[src/rtl/biu_pkg.sv]
// Shared types and defaults for the bus interface unit.
// Holds the bus-cycle state enum, the cycle owner enum and address defaults.
package biu_pkg;

   typedef enum logic [2:0] {
      IDLE,
      T1,
      T2,
      T3,
      TW,
      T4
   } state_t;

   typedef enum logic [1:0] {
      NONE,
      EU,
      PF
   } owner_t;

   localparam int          WIDTH_ADDR_DEF    = 20;
   localparam logic [19:0] RESET_ADDRESS_DEF = 20'hFFFF0;

endpackage

[src/rtl/bus_cycle_fsm.sv]
// T1..T4 bus-cycle sequencer with a one-cycle cycle_end pulse in T4.
// Wait states (TW) exist only with PREFETCH_SCHEDULER_WAIT_STATE_EN defined.
module bus_cycle_fsm
   import biu_pkg::*;
(
   input  logic   clock,
   input  logic   reset,
   input  logic   start,
   input  logic   bus_ready,
   output state_t state,
   output logic   sample,
   output logic   cycle_end
);

   state_t next;
   logic   ready;

`ifdef PREFETCH_SCHEDULER_WAIT_STATE_EN
   assign ready = bus_ready;
`else
   logic unused_ready;
   assign unused_ready = bus_ready;
   assign ready        = 1'b1;
`endif

   // state register
   always_ff @(posedge clock or negedge reset) begin
      if (!reset) state <= IDLE;
      else        state <= next;
   end

   // next state, data-sample strobe and end-of-cycle pulse
   always_comb begin
      next      = state;
      sample    = 1'b0;
      cycle_end = 1'b0;
      unique case (state)
         IDLE: next = start ? T1 : IDLE;
         T1:   next = T2;
         T2:   next = T3;
         T3, TW: begin
            next   = ready ? T4 : TW;
            sample = ready;
         end
         T4: begin
            next      = start ? T1 : IDLE;
            cycle_end = 1'b1;
         end
         default: next = IDLE;
      endcase
   end

endmodule

[src/rtl/prefetch_scheduler.sv]
// Arbitrates EU cycles against instruction prefetch and owns the prefetch pointer.
// Optional wait states: define PREFETCH_SCHEDULER_WAIT_STATE_EN.
module prefetch_scheduler
   import biu_pkg::*;
#(
   parameter int                    WIDTH_ADDR    = WIDTH_ADDR_DEF,
   parameter int                    QUEUE_DEPTH   = 6,
   parameter logic [WIDTH_ADDR-1:0] RESET_ADDRESS = WIDTH_ADDR'(RESET_ADDRESS_DEF)
)(
   input  logic                             clock,
   input  logic                             reset,
   input  logic                             eu_request,
   input  logic                             eu_write,
   input  logic [WIDTH_ADDR-1:0]            eu_address,
   input  logic [7:0]                       eu_wdata,
   output logic                             eu_done,
   output logic [7:0]                       eu_rdata,
   input  logic                             flush,
   input  logic [WIDTH_ADDR-1:0]            flush_address,
   input  logic [$clog2(QUEUE_DEPTH+1)-1:0] q_length,
   output logic                             q_write_enable,
   output logic [7:0]                       q_write_data,
   output logic                             q_clear,
   output logic [WIDTH_ADDR-1:0]            bus_address,
   output logic [7:0]                       bus_wdata,
   output logic                             bus_read,
   output logic                             bus_write,
   input  logic [7:0]                       bus_rdata,
   input  logic                             bus_ready
);

   localparam int QW = $clog2(QUEUE_DEPTH+1);

   state_t                state;
   owner_t                owner;
   logic                  sample;
   logic                  cycle_end;
   logic                  arb;
   logic                  eu_go;
   logic                  pf_go;
   logic                  start;
   logic                  kill;
   logic                  wr_q;
   logic [7:0]            wdata_q;
   logic [QW:0]           occ;
   logic [WIDTH_ADDR-1:0] pf_ptr;
   logic [WIDTH_ADDR-1:0] ptr_nx;

   bus_cycle_fsm u_fsm (
      .clock     (clock),
      .reset     (reset),
      .start     (start),
      .bus_ready (bus_ready),
      .state     (state),
      .sample    (sample),
      .cycle_end (cycle_end)
   );

   // arbitration, queue push and pointer next value
   always_comb begin
      arb            = (state == IDLE) || cycle_end;
      q_write_enable = cycle_end && (owner == PF) && !kill && !flush;
      occ            = {1'b0, q_length} + {{QW{1'b0}}, q_write_enable};
      // a request being completed in this T4 is not a new request
      eu_go          = arb && eu_request && !(cycle_end && owner == EU);
      pf_go          = arb && !eu_go && !flush &&
                       (occ < (QW+1)'(QUEUE_DEPTH));
      start          = eu_go || pf_go;
      ptr_nx         = pf_ptr;
      if (flush)               ptr_nx = flush_address;
      else if (q_write_enable) ptr_nx = pf_ptr + 1'b1;
   end

   // strobes and completion outputs
   always_comb begin
      bus_read  = (state inside {T2, T3, TW}) && !wr_q;
      bus_write = (state inside {T2, T3, TW}) && wr_q;
      bus_wdata = (wr_q && state != IDLE && state != T1) ? wdata_q : 8'h00;
      eu_done   = cycle_end && (owner == EU);
      q_clear   = flush && reset;
   end

   // prefetch pointer
   always_ff @(posedge clock or negedge reset) begin
      if (!reset) pf_ptr <= RESET_ADDRESS;
      else        pf_ptr <= ptr_nx;
   end

   // cycle ownership, latched address/data and flush discard flag
   always_ff @(posedge clock or negedge reset) begin
      if (!reset) begin
         owner       <= NONE;
         bus_address <= RESET_ADDRESS;
         wr_q        <= 1'b0;
         wdata_q     <= 8'h00;
         kill        <= 1'b0;
      end else if (arb) begin
         owner <= eu_go ? EU : (pf_go ? PF : NONE);
         wr_q  <= eu_go && eu_write;
         kill  <= 1'b0;
         if (eu_go) begin
            bus_address <= eu_address;
            wdata_q     <= eu_wdata;
         end else if (pf_go) begin
            bus_address <= ptr_nx;
         end
      end else if (flush && owner == PF) begin
         kill <= 1'b1;
      end
   end

   // read data capture at the end of the last T3/TW
   always_ff @(posedge clock or negedge reset) begin
      if (!reset) begin
         eu_rdata     <= 8'h00;
         q_write_data <= 8'h00;
      end else if (sample && !wr_q) begin
         if (owner == EU) eu_rdata     <= bus_rdata;
         else             q_write_data <= bus_rdata;
      end
   end

endmodule

[config.mk]
export PLATFORM = sky130hd
export DESIGN_NAME = prefetch_scheduler
export DESIGN_NICKNAME = d
export VERILOG_FILES = /design/src/rtl/biu_pkg.sv /design/src/rtl/bus_cycle_fsm.sv /design/src/rtl/prefetch_scheduler.sv
export SDC_FILE = /design/constraint.sdc
export NUM_CORES = 1
export LEC_CHECK = 0
export ABC_AREA = 1
export CORE_MARGIN = 2
export CORE_UTILIZATION = 42
export DETAILED_ROUTE_END_ITERATION = 10
export PLACE_DENSITY = 0.73
export SLEW_MARGIN = 20
export SYNTH_ARGS = -nofsm -noshare
export SYNTH_HDL_FRONTEND = slang
export SYNTH_HIERARCHICAL = 1
export SYNTH_SLANG_ARGS = --single-unit
[constraint.sdc]
create_clock -name clock -period 3.2 [get_ports clock]
set_input_delay 0.64 -clock clock [delete_from_list [all_inputs] [get_ports clock]]
set_output_delay 0.64 -clock clock [all_outputs]
set_load 0.01 [all_outputs]
==> results of run 1 <==
synthesized netlist by cell type, drive strengths merged:
library cell and number:
buf 9, nand2 171, o211ai 2, or2 5
o21ai 44, nand3 53, a21oi 7, inv 62
ha 2, nor2 61, dfrtp 39, clkinv 1
o21bai 3, nand4 7, o21a 1, dfstp 32
clkbuf 7, nor3 3, xor2 1
sequential cells by signal (all words and copies together), names as in the netlist:
name          count
wr_q              1
bus_address      20
eu_rdata          8
pf_ptr           20
kill              1
wdata_q           8
u_fsm/state       3
owner             2
q_write_data      8
layout make-up:
class	count	area, sq um	share of cell area (%)
Clock buffer	10	128	2.45
Clock inverter	6	109	2.09
Inverter	63	239	4.59
Multi-Input combinational cell	360	1610	31.0
Sequential cell	71	1820	34.9
Tap cell	108	135	2.60
Timing Repair Buffer	117	1170	22.4
worst max-delay path: stages, from the launching register on:
cell	delay, ns
dfrtp_1	0.46
inv_1	0.08
nor3_1	0.31
inv_2	0.13
nor2_2	0.15
nand3_4	0.16
inv_1	0.12
clkdlybuf4s50_1	0.54
worst paths after layout:
| check | to | depth (start not counted) |
|---|---|---|
| max reg2reg | u_fsm/state[0]$_DFF_PN0_ | 15 |
| max in group asynchronous | eu_rdata[2]$_DFFE_PN0P_ | 2 |
| min | bus_address[5]$_DFFE_PN1P_ | 2 |
| max | q_write_enable | 7 |
| min reg2reg | bus_address[5]$_DFFE_PN1P_ | 2 |
| min in group asynchronous | owner[0]$_DFFE_PN0N_ | 2 |
report_power, final:
part / internal, W / total (W) / leakage (nW) / switching [W]
logic: 0.000819 / 0.00172 / 1.57 / 0.000904
clock network: 0.000517 / 0.000862 / 0.120 / 0.000345
registers: 0.00132 / 0.00152 / 0.814 / 0.000203
total: 0.00266 / 0.00411 / 2.50 / 0.00145
per-layer routing:
metal	global-route usage [%]	share of wire, %	vias up	routed length [um]
met5	0	0	-	0
met4	3.79	0.82	0	80
met3	6.10	7.0	11	688
met2	35.5	49	108	4810
met1	27.5	43	1634	4230
li1	-	-	1821	-
kinds of logic (layout without fill, tap and decap cells):
group           count (synthesis)  after routing  share of synthesized area [%]
xor+xnor                        1              1                          0.233
simple gates                  300            300                           33.7
flops                          71             71                           48.4
buf+inv                        79            196                           8.66
fa+ha+maj                       2              2                          0.666
compound gates                 57             57                           8.40
per-stage QoR:
stage / area, sq um / total power (W) / util [%] / hold WS, ns
after global placement: 4970 / 0.00323 / 57.3 / 0.456
after global routing: 5210 / 0.00443 / 60.0 / 0.485
final: 5210 / 0.00411 / 60.0 / 0.469
after detailed placement: 4970 / 0.00328 / 57.3 / 0.457
after CTS: 5210 / 0.00416 / 60.0 / 0.471
after floorplan: 3750 / 0.00245 / - / 0.344
==> impl_metrics.tcl, run 1 <==
set metrics [dict create \
    grt.total_usage_pct 21.1 \
    dp.cells 719 \
    boundaryPins 114 \
    cts_buffers 9 \
    grt_pass1_wl_mm 16.8 \
    netlist.area_leader.share_pct 26.0 \
    clockRootBuffer "clkbuf_8" \
    syn-instance-count 510 \
    hpwl_mm 7.16 \
    required_ns 2.56 \
    first_global_vias 3590 \
    status "complete, no violations" \
    clock_path_buffers 2 \
    mostFrequentLayoutCells "nand2_1 (169), clkdlybuf4s50_1 (111), inv_1 (58), nor2_1 (57), nand3_1 (51)" \
    gp_congestion 0.901 \
    p_per_area_mw_per_mm2 789 \
    cp_max_fo 9 \
    synth_area_leaders "dfrtp_1 (26%), dfstp_2 (22%), nand2_1 (17%)" \
    yosys.area.top_type "dfrtp_1" \
    syn_area_sq_mm 0.00375 \
    fill_cells 839 \
    seq_area_frac_synth_pct 48.4 \
    crit_arrival_ns 2.28 \
    fmax_mhz 342 \
    finalSetupTns_ns 0 \
    drive_gt1_share_pct 11.2 \
    drv_cap 0 \
    cts_resized 0 \
    drtIter0Drc 226 \
    maxSlewViolCount 0 \
    finClkSkew_ns 0.00904 \
    coreArea_sq_mm 0.00868 \
    grt_max_degree 72 \
    drtPass1Iterations 4 \
    port_buffers 112 \
    area_delta_synth_final_pct 38.7 \
    wl_per_cell_um 13.3 \
    fp.dieW_um 98.6 \
    min_from "bus_address[5]$_DFFE_PN1P_" \
    avgSynthCellArea_sq_um 7.36 \
    cp-start-kind "register" \
    vdd_drop_max_uv 407 \
    diodes 0 \
    ant_nets 0 \
    crit_type "reg -> out" \
    synth_cell_types 34 \
    crit_path_start "u_fsm/state[2]$_DFF_PN0_" \
    fp.dieH_um 98.6 \
    syn-num-nets 577 \
    post_cts.repair.setup_buffers 0 \
    layout_commonest_cell "nand2_1" \
    end_kind "output port" \
    layout_setup_ws_ns 0.276 \
    setup-violations-final 0 \
    antenna_found_initial 0 \
    final-hold-violation-count 0 \
    final_nets 689 \
    drcViolationCount 0 \
    clk_pin_slew_worst_paths_ns 0.08 \
    tightestPinTransition_ns 0.879 \
    viasPerCell 4.86 \
    ff2ff_setup_slack_ns 0.41 \
    htreeDepth 3 \
    power_leakage_nw 2.50 \
    via_count 3574 \
    relSlewSlack_pct 41.4 \
    period_needed_ns 2.92 \
    wirelength_mm 9.81 \
    grt.overflow.total 0 \
    initial_core_util_pct 43.3 \
    reg2reg_from "u_fsm/state[2]$_DFF_PN0_" \
    clock_latency_ns 0.35 \
    dieArea_sq_mm 0.00971 \
    ctsHoldBuffers 0 \
    cts_tree "done" \
    synth-seq-cells 71 \
    yosys_warnings 6 \
    rsz0062_at_grt "no" \
    instances_no_fill 735 \
    cts.sinks 71 \
    rows 34 \
    post-route-period-util_pct 91.4 \
    pre_cts_ws_ns 0.285 \
    hp-class "reg -> reg" \
]
No activity file was read; power rests on OpenSTA's default activity.
==> inputs of run 2 (changes only) <==
--- a/config.mk
+++ b/config.mk
@@ -7,9 +7,10 @@
 export LEC_CHECK = 0
 export ABC_AREA = 1
 export CORE_MARGIN = 2
-export CORE_UTILIZATION = 42
+export CORE_UTILIZATION = 40
 export DETAILED_ROUTE_END_ITERATION = 10
-export PLACE_DENSITY = 0.73
+export HOLD_SLACK_MARGIN = 0.02
+export PLACE_DENSITY = 0.7
 export SLEW_MARGIN = 20
 export SYNTH_ARGS = -nofsm -noshare
 export SYNTH_HDL_FRONTEND = slang
==> run 2 against run 1 <==
Effect of this change:
- register-to-register slack improved by 0.07 ns
- combinational power about the same
- first-iteration DRC count decreased by 35%
- sequential share of layout area increased by 0.37 points
- sequential cell count unchanged
- die area increased by 4.8%
- core utilization decreased by 3.7 points
- sequential power about the same
- worst setup slack improved by 0.0081 ns
- clock power decreased by 23%
- final cell count increased by 0.54%
- maximum frequency increased by 0.28%
- critical path type unchanged
==> impl_metrics.tcl, run 2 (synthesis gave the netlist of run 1 again) <==
set metrics [dict create \
    rr_worst_depth 15 \
    cts_tree "done" \
    drtIter0Drc 147 \
    whs_ns 0.472 \
    required_ns 2.56 \
    period_needed_ns 2.92 \
    cts.sinks 71 \
    cp-start-kind "register" \
    setup-violations-final 0 \
    fp.dieH_um 101 \
    hpwl_mm 7.18 \
    p_per_area_mw_per_mm2 758 \
    mostFrequentLayoutCells "nand2_1 (169), clkdlybuf4s50_1 (111), inv_1 (58), nor2_1 (57), nand3_1 (51)" \
    rsz0062_at_grt "no" \
    drtPass1Iterations 4 \
    vdd_drop_max_uv 415 \
    final_nets 690 \
    relSlewSlack_pct 40.6 \
    status "complete, no violations" \
    dp.cells 723 \
    dieArea_sq_mm 0.0102 \
    layout_commonest_cell "nand2_1" \
    port_buffers 112 \
    ant_nets 0 \
    finalSetupTns_ns 0 \
    hold_depth 2 \
    crit_arrival_ns 2.28 \
    htreeDepth 3 \
    tightestPinTransition_ns 0.890 \
    grt.total_usage_pct 20.1 \
    drcViolationCount 0 \
    boundaryPins 114 \
    coreArea_sq_mm 0.00915 \
    final-hold-violation-count 0 \
    worstReg2RegEnd "u_fsm/state[0]$_DFF_PN0_" \
    clk_pin_slew_worst_paths_ns 0.08 \
    drv_cap 0 \
    finClkSkew_ns 0.00850 \
    viasPerCell 4.83 \
    crit_type "reg -> out" \
    crit_path_start "u_fsm/state[0]$_DFF_PN0_" \
    power_leakage_nw 2.48 \
    diodes 0 \
    maxSlewViolCount 0 \
    initial_core_util_pct 41.0 \
    wirelength_mm 9.60 \
    fmax_mhz 343 \
    hp-class "reg -> reg" \
    post-route-period-util_pct 91.1 \
    grt.overflow.total 0 \
    ctsHoldBuffers 0 \
    ff2ff_setup_slack_ns 0.48 \
    cts_resized 0 \
    wl_per_cell_um 13.0 \
    rows 35 \
    cts_buffers 9 \
    clock_path_buffers 2 \
    fill_cells 867 \
    cp_max_fo 9 \
    reg2reg_from "u_fsm/state[0]$_DFF_PN0_" \
    clock_latency_ns 0.35 \
    antenna_found_initial 0 \
    grt_max_degree 72 \
    end_kind "output port" \
    post_cts.repair.setup_buffers 0 \
    instances_no_fill 739 \
    first_global_vias 3453 \
    grt_pass1_wl_mm 16.2 \
    top_regs "bus_address: 20 flops, pf_ptr: 20 flops" \
    via_count 3570 \
    gp_congestion 0.866 \
    clockRootBuffer "clkbuf_8" \
    drive_gt1_share_pct 11.5 \
    fp.dieW_um 101 \
    area_delta_synth_final_pct 37.2 \
    endpoint "q_write_enable" \
]
==> run 2: changes by cell type in the layout (fill, tap and decap cells not counted) <==
cell       delta
buf_12        -1
buf_4         +2
bufinv_16     -3
clkbuf_1      -1
clkbuf_8      +1
clkinv_4      +2
inv_6         +1
==> run 2: cell type report <==
class	count	area [sq um]	share of cell area, %
clock buffer	10	138	2.67
sequential	71	1820	35.3
multi-input combinational	360	1610	31.3
tap	111	139	2.70
inverter	63	239	4.64
timing repair buffer	118	1160	22.5
clock inverter	6	45.0	0.874
==> run 2: report_power, final <==
group	switching, W	internal [W]	leakage [nW]	total, W
clock	0.000360	0.000307	0.0966	0.000667
combinational	0.000905	0.000810	1.57	0.00171
sequential	0.000205	0.00132	0.814	0.00152
total	0.00147	0.00244	2.48	0.00390
==> run 2: metrics by stage <==
| stage | area [sq um] | utilization (%) | worst slack [ns] | total power [W] |
|---|---|---|---|---|
| 2_1_floorplan | 3750 | - | 0.874 | 0.00245 |
| 3_3_place_gp | 4970 | 54.3 | 0.363 | 0.00322 |
| 3_5_place_dp | 4970 | 54.3 | 0.303 | 0.00327 |
| 4_1_cts | 5150 | 56.3 | 0.246 | 0.00396 |
| 5_1_grt | 5150 | 56.3 | 0.0923 | 0.00423 |
| 6_report | 5150 | 56.3 | 0.284 | 0.00390 |
==> run 2: worst min path at each step <==
stage	start	end	slack, ns
floorplan	reset	bus_address[0]$_DFFE_PN0P_	0.34
CTS	bus_address[6]$_DFFE_PN1P_	bus_address[6]$_DFFE_PN1P_	0.47
global route	bus_address[10]$_DFFE_PN1P_	bus_address[10]$_DFFE_PN1P_	0.49
detailed placement	bus_address[10]$_DFFE_PN1P_	bus_address[10]$_DFFE_PN1P_	0.46
global placement	bus_address[15]$_DFFE_PN1P_	bus_address[15]$_DFFE_PN1P_	0.46
finish	bus_address[10]$_DFFE_PN1P_	bus_address[10]$_DFFE_PN1P_	0.47
==> run 2: routing by layer <==
metal | wire (um) | vias to the layer above | global-route usage [%]
met3 | 596 | 13 | 4.85
met5 | 0 | - | 0
li1 | - | 1828 | -
met4 | 131 | 0 | 7.17
met1 | 4400 | 1640 | 27.3
met2 | 4470 | 89 | 31.5
==> run 2: critical path, stage by stage (launching register included) <==
cell             delay [ns]
dfrtp_1                0.42
inv_1                  0.08
nor3_1                 0.34
inv_2                  0.14
nor2_2                 0.14
nand3_4                0.16
inv_1                  0.11
clkdlybuf4s50_1        0.54
==> inputs of run 3 (changes only) <==
==> constraint.sdc (replaced) <==
create_clock -name clock -period 3.25 [get_ports clock]
set_input_delay 0.65 -clock clock [delete_from_list [all_inputs] [get_ports clock]]
set_output_delay 0.65 -clock clock [all_outputs]
set_load 0.01 [all_outputs]
==> run 3 against run 2 <==
Effect of this change:
- worst hold slack worse by 0.0013 ns
- via count is 0.64% higher
- clock skew is 0.0060 ns higher
- die area stayed put
- core utilization is 0.23 points higher
- sequential power hardly changed
- final area is 0.41% higher
- final cell count stayed put
- routed wire length is 1.1% higher
- power is 0.60% higher
- register-to-register slack worse by 0.02 ns
==> impl_metrics.tcl, run 3 (synthesis gave the netlist of run 1 again) <==
set metrics [dict create \
    clock_path_buffers 2 \
    crit_buf_inv 4 \
    fill_cells 852 \
    crit_type "reg -> out" \
    status "complete, no violations" \
    rows 35 \
    post-route-period-util_pct 90.7 \
    power_leakage_nw 2.49 \
    drtPass1Iterations 4 \
    dp.cells 723 \
    drive_gt1_share_pct 11.5 \
    critical_path_depth 7 \
    drv_cap 0 \
    vdd_drop_max_uv 434 \
    clock_latency_ns 0.34 \
    grt.overflow.total 0 \
    cp_max_fo 9 \
    fin_util_pct 56.5 \
    fp.dieH_um 101 \
    fin_area_sq_mm 0.00517 \
    crit_family "buffers and inverters" \
    crit_slowest_cell "clkdlybuf4s50_1" \
    finClkSkew_ns 0.0145 \
    cts_buffers 9 \
    dieArea_sq_mm 0.0102 \
    grt_max_degree 72 \
    diodes 0 \
    pre_cts_ws_ns 0.332 \
    crit_arrival_ns 2.30 \
    drcViolationCount 0 \
    grt_util_met3_pct 5.76 \
    initial_core_util_pct 41.0 \
    rr_worst_depth 15 \
    mostFrequentLayoutCells "nand2_1 (169), clkdlybuf4s50_1 (111), inv_1 (58), nor2_1 (57), nand3_1 (51)" \
    cpPeakStageDelay_ns 0.54 \
    required_ns 2.60 \
    grt_busiest_layer "met2" \
    viasPerCell 4.86 \
    period_needed_ns 2.95 \
    via_count 3593 \
    final_nets 690 \
    fmax_mhz 339 \
    instances_no_fill 739 \
    gp_congestion 0.864 \
    end_kind "output port" \
    clk_pin_slew_worst_paths_ns 0.08 \
    layout_commonest_cell "nand2_1" \
    grt_util_met1_pct 26.8 \
    setup-violations-final 0 \
    tightestPinTransition_ns 0.892 \
    cp_common_cell "inv_1" \
    cp-start-kind "register" \
    first_global_vias 3581 \
    clockRootBuffer "clkbuf_8" \
    dpl_cell_area_sq_mm 0.00497 \
    drtIter0Drc 138 \
    boundaryPins 114 \
    relSlewSlack_pct 40.5 \
    port_buffers 112 \
    multi_input_area_sq_mm 0.00161 \
    final-hold-violation-count 0 \
    hold_depth 2 \
    ctsHoldBuffers 0 \
    hp-class "reg -> reg" \
    cts_tree "done" \
    cp_cell_sequence "inv_1, nor3_1, inv_2, nor2_2, nand3_4, inv_1, clkdlybuf4s50_1" \
    antenna_found_initial 0 \
    finalSetupTns_ns 0 \
    coreArea_sq_mm 0.00915 \
    wl_per_cell_um 13.1 \
    regArea_sq_mm 0.00182 \
    area_delta_synth_final_pct 37.8 \
    layout_setup_ws_ns 0.302 \
    htreeDepth 3 \
    ant_nets 0 \
    post_cts.repair.setup_buffers 0 \
    fp.dieW_um 101 \
    hpwl_mm 7.22 \
    top_regs "bus_address: 20 flops, pf_ptr: 20 flops" \
    cts_resized 0 \
    met2_usage_pct 32.2 \
    p_per_area_mw_per_mm2 759 \
    grt.total_usage_pct 20.3 \
    grt_pass1_wl_mm 16.4 \
    wirelength_mm 9.70 \
    maxSlewViolCount 0 \
    cts.sinks 71 \
    rsz0062_at_grt "no" \
]
run 3: changes by cell type in the layout (fill, tap and decap cells not counted):
cell       delta
inv_6         +1
bufinv_16     +1
clkinv_4      -2
run 3: power by group:
part / total, W / internal (W) / leakage (nW) / switching [W]
clock: 0.000735 / 0.000380 / 0.107 / 0.000355
combinational: 0.00170 / 0.000797 / 1.57 / 0.000899
sequential: 0.00150 / 0.00130 / 0.814 / 0.000199
run 3: worst paths after layout:
path,from,to,slack [ns]
max,u_fsm/state[2]$_DFF_PN0_,q_write_enable,0.30
min,bus_address[8]$_DFFE_PN1P_,bus_address[8]$_DFFE_PN1P_,0.47
max reg2reg,u_fsm/state[2]$_DFF_PN0_,u_fsm/state[0]$_DFF_PN0_,0.46
min reg2reg,bus_address[8]$_DFFE_PN1P_,bus_address[8]$_DFFE_PN1P_,0.47
max in group asynchronous,reset,u_fsm/state[1]$_DFF_PN0_,2.14
min in group asynchronous,reset,eu_rdata[5]$_DFFE_PN0P_,0.53
run 3: area by class of cell:
type	count	share of cell area (%)
Sequential cell	71	35.1
Multi-Input combinational cell	360	31.2
Timing Repair Buffer	118	22.4
Inverter	63	4.62
Tap cell	111	2.69
Clock buffer	10	2.66
Clock inverter	6	1.28
run 3: worst reg2reg max path, cell delays in order (launching register included):
cell	delay, ns
dfrtp_1	0.46
inv_1	0.09
nor3_1	0.33
inv_2	0.14
nor2_2	0.15
nand3_4	0.15
nor2_4	0.13
ha_1	0.24
o21a_1	0.11
a21oi_1	0.30
nand3_1	0.17
nand2_2	0.16
inv_1	0.05
nand2_1	0.05
nand2_1	0.05
a21oi_1	0.14
run 3: layer usage:
layer  wire length [um]  vias to the layer above
li1                   -                     1824
met1               4380                     1675
met2               4640                       82
met3                555                       12
met4                125                        0
met5                  0                        -
run 3: stage by stage:
step	hold WS [ns]	total power, W
finish	0.471	0.00393
global route	0.487	0.00425
CTS	0.472	0.00397
detailed placement	0.459	0.00322
global placement	0.456	0.00317
floorplan	0.354	0.00242
